--- src/rtl/beat_judge.sv ---
// Hit-window judge for the rhythm game: opens a window on each early beat pulse,
// scores key presses against it and tracks score, combo and lives.
module beat_judge #(
    parameter int LIVES_INIT = 3,
    parameter int SCORE_W    = 10,
    parameter int COMBO_W    = 6
) (
    input  logic               CLOCK_50,
    input  logic               RESET,
    input  logic               PULSE,
    input  logic               PULSE_EARLY,
    input  logic               KEY,
    input  logic               START,
    output logic [SCORE_W-1:0] SCORE,
    output logic [COMBO_W-1:0] COMBO,
    output logic [2:0]         LIVES,
    output logic               HIT,
    output logic               MISS,
    output logic               SPEED_RESET,
    output logic               PLAYING,
    output logic               GAME_OVER
);

    typedef enum logic [2:0] {
        S_IDLE,
        S_ARMED,
        S_WINDOW,
        S_HELD,
        S_OVER
    } state_t;

    localparam logic [2:0] LIVES_LOAD = 3'(LIVES_INIT);

    state_t             state, state_n;
    logic               key_q, start_q;
    logic               spent, spent_n;
    logic [SCORE_W-1:0] score_n;
    logic [COMBO_W-1:0] combo_n;
    logic [2:0]         lives_n;
    logic               hit_n, miss_n, speed_reset_n;
    logic               miss_event;

    logic key_edge, start_edge;
    assign key_edge   = KEY & ~key_q;
    assign start_edge = START & ~start_q;

    // NOTE: every signal written here gets a default first, otherwise the
    // paths that do not assign it would infer a latch.
    always_comb begin
        state_n       = state;
        spent_n       = spent;
        score_n       = SCORE;
        combo_n       = COMBO;
        lives_n       = LIVES;
        hit_n         = 1'b0;
        miss_n        = 1'b0;
        speed_reset_n = 1'b0;
        miss_event    = 1'b0;

        if (start_edge) begin
            // A start edge (re)starts the game from any state.
            state_n       = S_ARMED;
            score_n       = '0;
            combo_n       = '0;
            lives_n       = LIVES_LOAD;
            spent_n       = 1'b0;
            speed_reset_n = 1'b1;
        end else begin
            case (state)
                S_ARMED: begin
                    if (PULSE_EARLY) begin
                        state_n = S_WINDOW;
                        spent_n = 1'b0;
                    end else if (key_edge && !spent) begin
                        // Press before the window opened: penalise once per beat.
                        miss_event = 1'b1;
                        spent_n    = 1'b1;
                    end
                end

                S_WINDOW: begin
                    if (key_edge) begin
                        hit_n   = 1'b1;
                        score_n = (&SCORE) ? SCORE : SCORE + 1'b1;
                        combo_n = (&COMBO) ? COMBO : COMBO + 1'b1;
                        if (PULSE_EARLY)
                            state_n = S_WINDOW;
                        else if (PULSE)
                            state_n = S_ARMED;
                        else
                            state_n = S_HELD;
                    end else if (PULSE) begin
                        miss_event = 1'b1;
                        state_n    = PULSE_EARLY ? S_WINDOW : S_ARMED;
                    end
                    if (PULSE_EARLY)
                        spent_n = 1'b0;
                end

                S_HELD: begin
                    if (PULSE_EARLY) begin
                        state_n = S_WINDOW;
                        spent_n = 1'b0;
                    end else if (PULSE) begin
                        state_n = S_ARMED;
                    end
                end

                default: ;
            endcase

            if (miss_event) begin
                miss_n  = 1'b1;
                combo_n = '0;
                if (LIVES != 3'd0)
                    lives_n = LIVES - 3'd1;
                if (LIVES <= 3'd1)
                    state_n = S_OVER;
            end
        end
    end

    // NOTE: sequential state uses non-blocking assignments only, so every
    // register samples the pre-edge values regardless of statement order.
    always_ff @(posedge CLOCK_50 or posedge RESET) begin
        if (RESET) begin
            state       <= S_IDLE;
            key_q       <= 1'b0;
            start_q     <= 1'b0;
            spent       <= 1'b0;
            SCORE       <= '0;
            COMBO       <= '0;
            LIVES       <= LIVES_LOAD;
            HIT         <= 1'b0;
            MISS        <= 1'b0;
            SPEED_RESET <= 1'b0;
            PLAYING     <= 1'b0;
            GAME_OVER   <= 1'b0;
        end else begin
            state       <= state_n;
            key_q       <= KEY;
            start_q     <= START;
            spent       <= spent_n;
            SCORE       <= score_n;
            COMBO       <= combo_n;
            LIVES       <= lives_n;
            HIT         <= hit_n;
            MISS        <= miss_n;
            SPEED_RESET <= speed_reset_n;
            // Status flags follow the next state so they line up with it.
            PLAYING     <= (state_n == S_ARMED) || (state_n == S_WINDOW) ||
                           (state_n == S_HELD);
            GAME_OVER   <= (state_n == S_OVER);
        end
    end

endmodule

--- config.mk ---
export PLATFORM = sky130hd
export DESIGN_NAME = beat_judge
export DESIGN_NICKNAME = d
export VERILOG_FILES = /design/src/rtl/beat_judge.sv
export SDC_FILE = /design/constraint.sdc
export NUM_CORES = 1
export LEC_CHECK = 0
export ABC_AREA = 1
export CAP_MARGIN = 10
export CORE_MARGIN = 8
export CORE_UTILIZATION = 42
export CTS_CLUSTER_DIAMETER = 150
export DETAILED_ROUTE_END_ITERATION = 16
export GPL_TIMING_DRIVEN = 1
export PLACE_DENSITY = 0.76
export SKIP_LAST_GASP = 1
export SYNTH_ARGS = -nofsm -noshare
export SYNTH_HDL_FRONTEND = slang
export SYNTH_SLANG_ARGS = --single-unit
--- constraint.sdc ---
create_clock -name CLOCK_50 -period 2.1 [get_ports CLOCK_50]
set_input_delay 0.42 -clock CLOCK_50 [delete_from_list [all_inputs] [get_ports CLOCK_50]]
set_output_delay 0.42 -clock CLOCK_50 [all_outputs]
set_load 0.01 [all_outputs]
==> impl_metrics.tcl <==
set metrics [dict create \
    clock_sinks 30 \
    io_buffer_count 29 \
    fillCellCount 369 \
    cp_max_fo 7 \
    multi_input_gate_area_in_the_final_layout_um2 718 \
    sequential_cell_area_um2 753 \
    timing.critical_path.to_type "primary output" \
    post_synth_xor_area_fraction 0.0378 \
    placeable_core_region_um2 3690 \
    rsz_0062_raised_after_global_routing "no" \
    r2r-end "SCORE[8]" \
    setup_slack_ns 0.309 \
    grt_antenna_before_repair 0 \
    cts.repair.resized 0 \
    grt_max_degree 31 \
    relSlewSlack 0.753 \
    worst_r2r_startpoint "SCORE[0]" \
    critical_path_class "flip-flop to primary output" \
    worst_ir_drop_vdd_mv 0.683 \
    viasPerCell 4.76 \
    post_synth_most_frequent_cells "sky130_fd_sc_hd__nand2_1 (47), sky130_fd_sc_hd__inv_1 (31), sky130_fd_sc_hd__dfrtp_1 (28)" \
    r2r_slack_ns 0.37 \
    clock_insertion_delay_worst_skew_ns 0.28 \
    crit_path_start_kind "flip-flop" \
    run_status "finished clean" \
    cpMaxStageDelayCell "sky130_fd_sc_hd__clkdlybuf4s50_1" \
    timing.critical_path.slowest_cell_delay_ns 0.60 \
    cpLargestDelayFamily "buffers and inverters" \
    mappedNetlistArea_um2 1620 \
    setup-violations-final 0 \
    final_weighted_congestion_in_routability_driven_placement 0.818 \
    synth_area_leader_cell "sky130_fd_sc_hd__dfrtp_1" \
    globalRouteOverflowTotal 0 \
    num_antenna_cells 0 \
    cts-htree-levels 2 \
    synth.yosys.seq_area_share 0.464 \
    dp.cells 277 \
    synthesis.nets 211 \
    arrival_ns 1.37 \
    yosys_warnings 0 \
    full_die_area_um2 6110 \
    timing.clock.skew_ns 0.00661 \
    crit_chain "clkdlybuf4s50_1" \
    final_net_count 247 \
    detail_route.wl_per_cell_um 11.9 \
    dp_hpwl_mm 2.57 \
    post-route-drc-count 0 \
    detail_route.wirelength_mm 3.39 \
    post-synth-top-count-cell "sky130_fd_sc_hd__nand2_1" \
    worst_setup_path_startpoint "SCORE[0]" \
    slew_limit_fails 0 \
    critical_path_cell_count 1 \
    first_global_vias 1375 \
    layout-drive-gt1-share 0.122 \
    synth_top_cell_area_share 0.432 \
    finalSetupTns_ns 0 \
    worstMarginPinSlew_ns 0.371 \
    drv_cap 0 \
    clock_tree_from_tritoncts "built" \
    fp_rows 22 \
    post-route-period-util 0.853 \
    synth_simple_gate_area_frac 0.282 \
    achievable-frequency_mhz 558 \
    top_level_ports 30 \
    hold_path_class "input pin to async pin" \
    fin_crit_ns 1.79 \
    yosys.cell_types.count 28 \
    clk_root_buffer_cell "sky130_fd_sc_hd__clkbuf_8" \
    clkSlewWorstSetupHoldPaths_ns 0.07 \
    floorplan.die.width_um 78.2 \
    power-per-cell-area_nw_per_um2 923 \
    reg2reg_depth 10 \
    relative_area_change_from_synthesis_to_final_layout_pct 29.1 \
    preCtsSetupSlack_ns 0.224 \
    drt_iter0_markers 49 \
    synth_edf_count 0 \
    clk_path_buf_depth 2 \
    synth.area.mux_share 0 \
    post_cts_hold_buffer_count 0 \
    drtPass1Iterations 4 \
    synthesized_instance_count 200 \
    synth-compound-area-share 0.0840 \
    hold_violations 0 \
    static-leakage-power_uw 0.00104 \
    synth_seq_cells 30 \
    synth_flop_cell "sky130_fd_sc_hd__dfrtp_1" \
    postSynth.asyncResetShare 1.00 \
    cts_setup_buffers 0 \
    antenna_left 0 \
    syn-mean-instance-area_um2 8.11 \
    endpoint_of_the_worst_setup_timing_path "SCORE[0]" \
    layout.cells.non_filler 285 \
    cts_inserted_buffers 5 \
    start_util 0.440 \
    main_combinational_cell_family_by_area_after_synthesis "simple AND/OR/NAND/NOR gates" \
    arithmetic_cell_share_of_the_synthesized_area_counting_full_adders_half_adders_and_majority_gates 0.0386 \
    cp.buffers_inverters 1 \
    fp.dieH_um 78.2 \
    globalRouteTotalUtil 0.120 \
    crit_required_ns 1.68 \
    first_pass_grt_wire_length_mm 5.99 \
    num_vias 1356 \
    synth.area.top_cells "sky130_fd_sc_hd__dfrtp_1 (43%), sky130_fd_sc_hd__nand2_1 (11%), sky130_fd_sc_hd__inv_1 (7.2%)" \
]
final cells by class:
cell class / instances / share of cell area
multi-input combinational: 133 / 0.343
timing repair buffer: 31 / 0.152
clock inverter: 3 / 0.0191
tap: 48 / 0.0287
clock buffer: 5 / 0.0329
sequential: 30 / 0.360
inverter: 35 / 0.0651
state kept, by name, indices dropped and copies added (netlist names):
| register | cells |
|---|---|
| key_q | 1 |
| LIVES | 3 |
| HIT | 1 |
| start_q | 1 |
| GAME_OVER | 1 |
| spent | 1 |
| SPEED_RESET | 1 |
| state | 3 |
| COMBO | 6 |
| MISS | 1 |
| SCORE | 10 |
| PLAYING | 1 |
worst min-delay path by stage:
stage / start / end / slack [ns] / depth (start not counted)
floorplan: KEY / key_q / 0.45 / 0
global placement: spent / spent / 0.54 / 2
detailed placement: spent / spent / 0.54 / 2
CTS: RESET / COMBO[2] / 0.53 / 3
global route: RESET / SPEED_RESET / 0.57 / 3
finish: RESET / spent / 0.52 / 3
layer usage:
layer,GRT usage,share of wire
met1,0.138,0.46
met2,0.188,0.45
met3,0.0558,0.073
met4,0.0500,0.014
met5,0,0
power breakdown:
group / switching, uW / internal [uW] / total (uW)
Sequential: 82.8 / 686 / 769
Clock: 212 / 349 / 561
Combinational: 338 / 266 / 604
Total: 633 / 1300 / 1930
cells in the final DEF, fill, tap and decap left out:
cell type | netlist | layout
sky130_fd_sc_hd__nand4_1 | 4 | 4
sky130_fd_sc_hd__nor2_1 | 20 | 20
sky130_fd_sc_hd__nor3b_1 | 1 | 1
sky130_fd_sc_hd__buf_4 | 0 | 1
sky130_fd_sc_hd__xor2_1 | 6 | 6
sky130_fd_sc_hd__bufinv_16 | 0 | 1
sky130_fd_sc_hd__nor3b_2 | 1 | 1
sky130_fd_sc_hd__o21ai_1 | 1 | 1
sky130_fd_sc_hd__clkinv_2 | 0 | 2
sky130_fd_sc_hd__clkdlybuf4s50_1 | 0 | 29
sky130_fd_sc_hd__a31o_2 | 1 | 1
sky130_fd_sc_hd__dfrtp_1 | 28 | 28
sky130_fd_sc_hd__o21ai_2 | 3 | 3
sky130_fd_sc_hd__nor3_1 | 5 | 5
sky130_fd_sc_hd__nor2_8 | 1 | 1
sky130_fd_sc_hd__nand2_1 | 47 | 47
sky130_fd_sc_hd__nand3_1 | 14 | 14
sky130_fd_sc_hd__ha_1 | 5 | 5
sky130_fd_sc_hd__nand2_2 | 2 | 2
sky130_fd_sc_hd__nor2_2 | 2 | 2
sky130_fd_sc_hd__dfstp_2 | 2 | 2
sky130_fd_sc_hd__nand3_2 | 1 | 1
sky130_fd_sc_hd__buf_12 | 0 | 1
sky130_fd_sc_hd__inv_4 | 2 | 2
sky130_fd_sc_hd__clkbuf_8 | 0 | 5
sky130_fd_sc_hd__o21ai_0 | 8 | 8
sky130_fd_sc_hd__xnor2_1 | 1 | 1
sky130_fd_sc_hd__a21oi_4 | 1 | 1
sky130_fd_sc_hd__inv_1 | 31 | 31
sky130_fd_sc_hd__inv_2 | 2 | 2
sky130_fd_sc_hd__a21oi_1 | 8 | 8
sky130_fd_sc_hd__nand2_4 | 1 | 1
cell families after synthesis:
kind of cell | Yosys count
AND/OR/NAND/NOR | 99
buffers and inverters | 37
AO/OA/AOI/OAI | 22
adder cells (fa/ha/maj) | 5
flip-flops | 30
XOR/XNOR | 7
per-stage QoR:
stage | power, uW | instance area [um^2] | utilization | hold slack, ns
6_report | 1930 | 2090 | 0.568 | 0.524
5_1_grt | 2080 | 2090 | 0.568 | 0.569
3_3_place_gp | 1370 | 1990 | 0.538 | 0.537
3_5_place_dp | 1390 | 1990 | 0.538 | 0.539
2_1_floorplan | 1150 | 1620 | - | 0.451
4_1_cts | 1970 | 2090 | 0.568 | 0.529
Note: power is estimated with default switching activity, not from simulation.
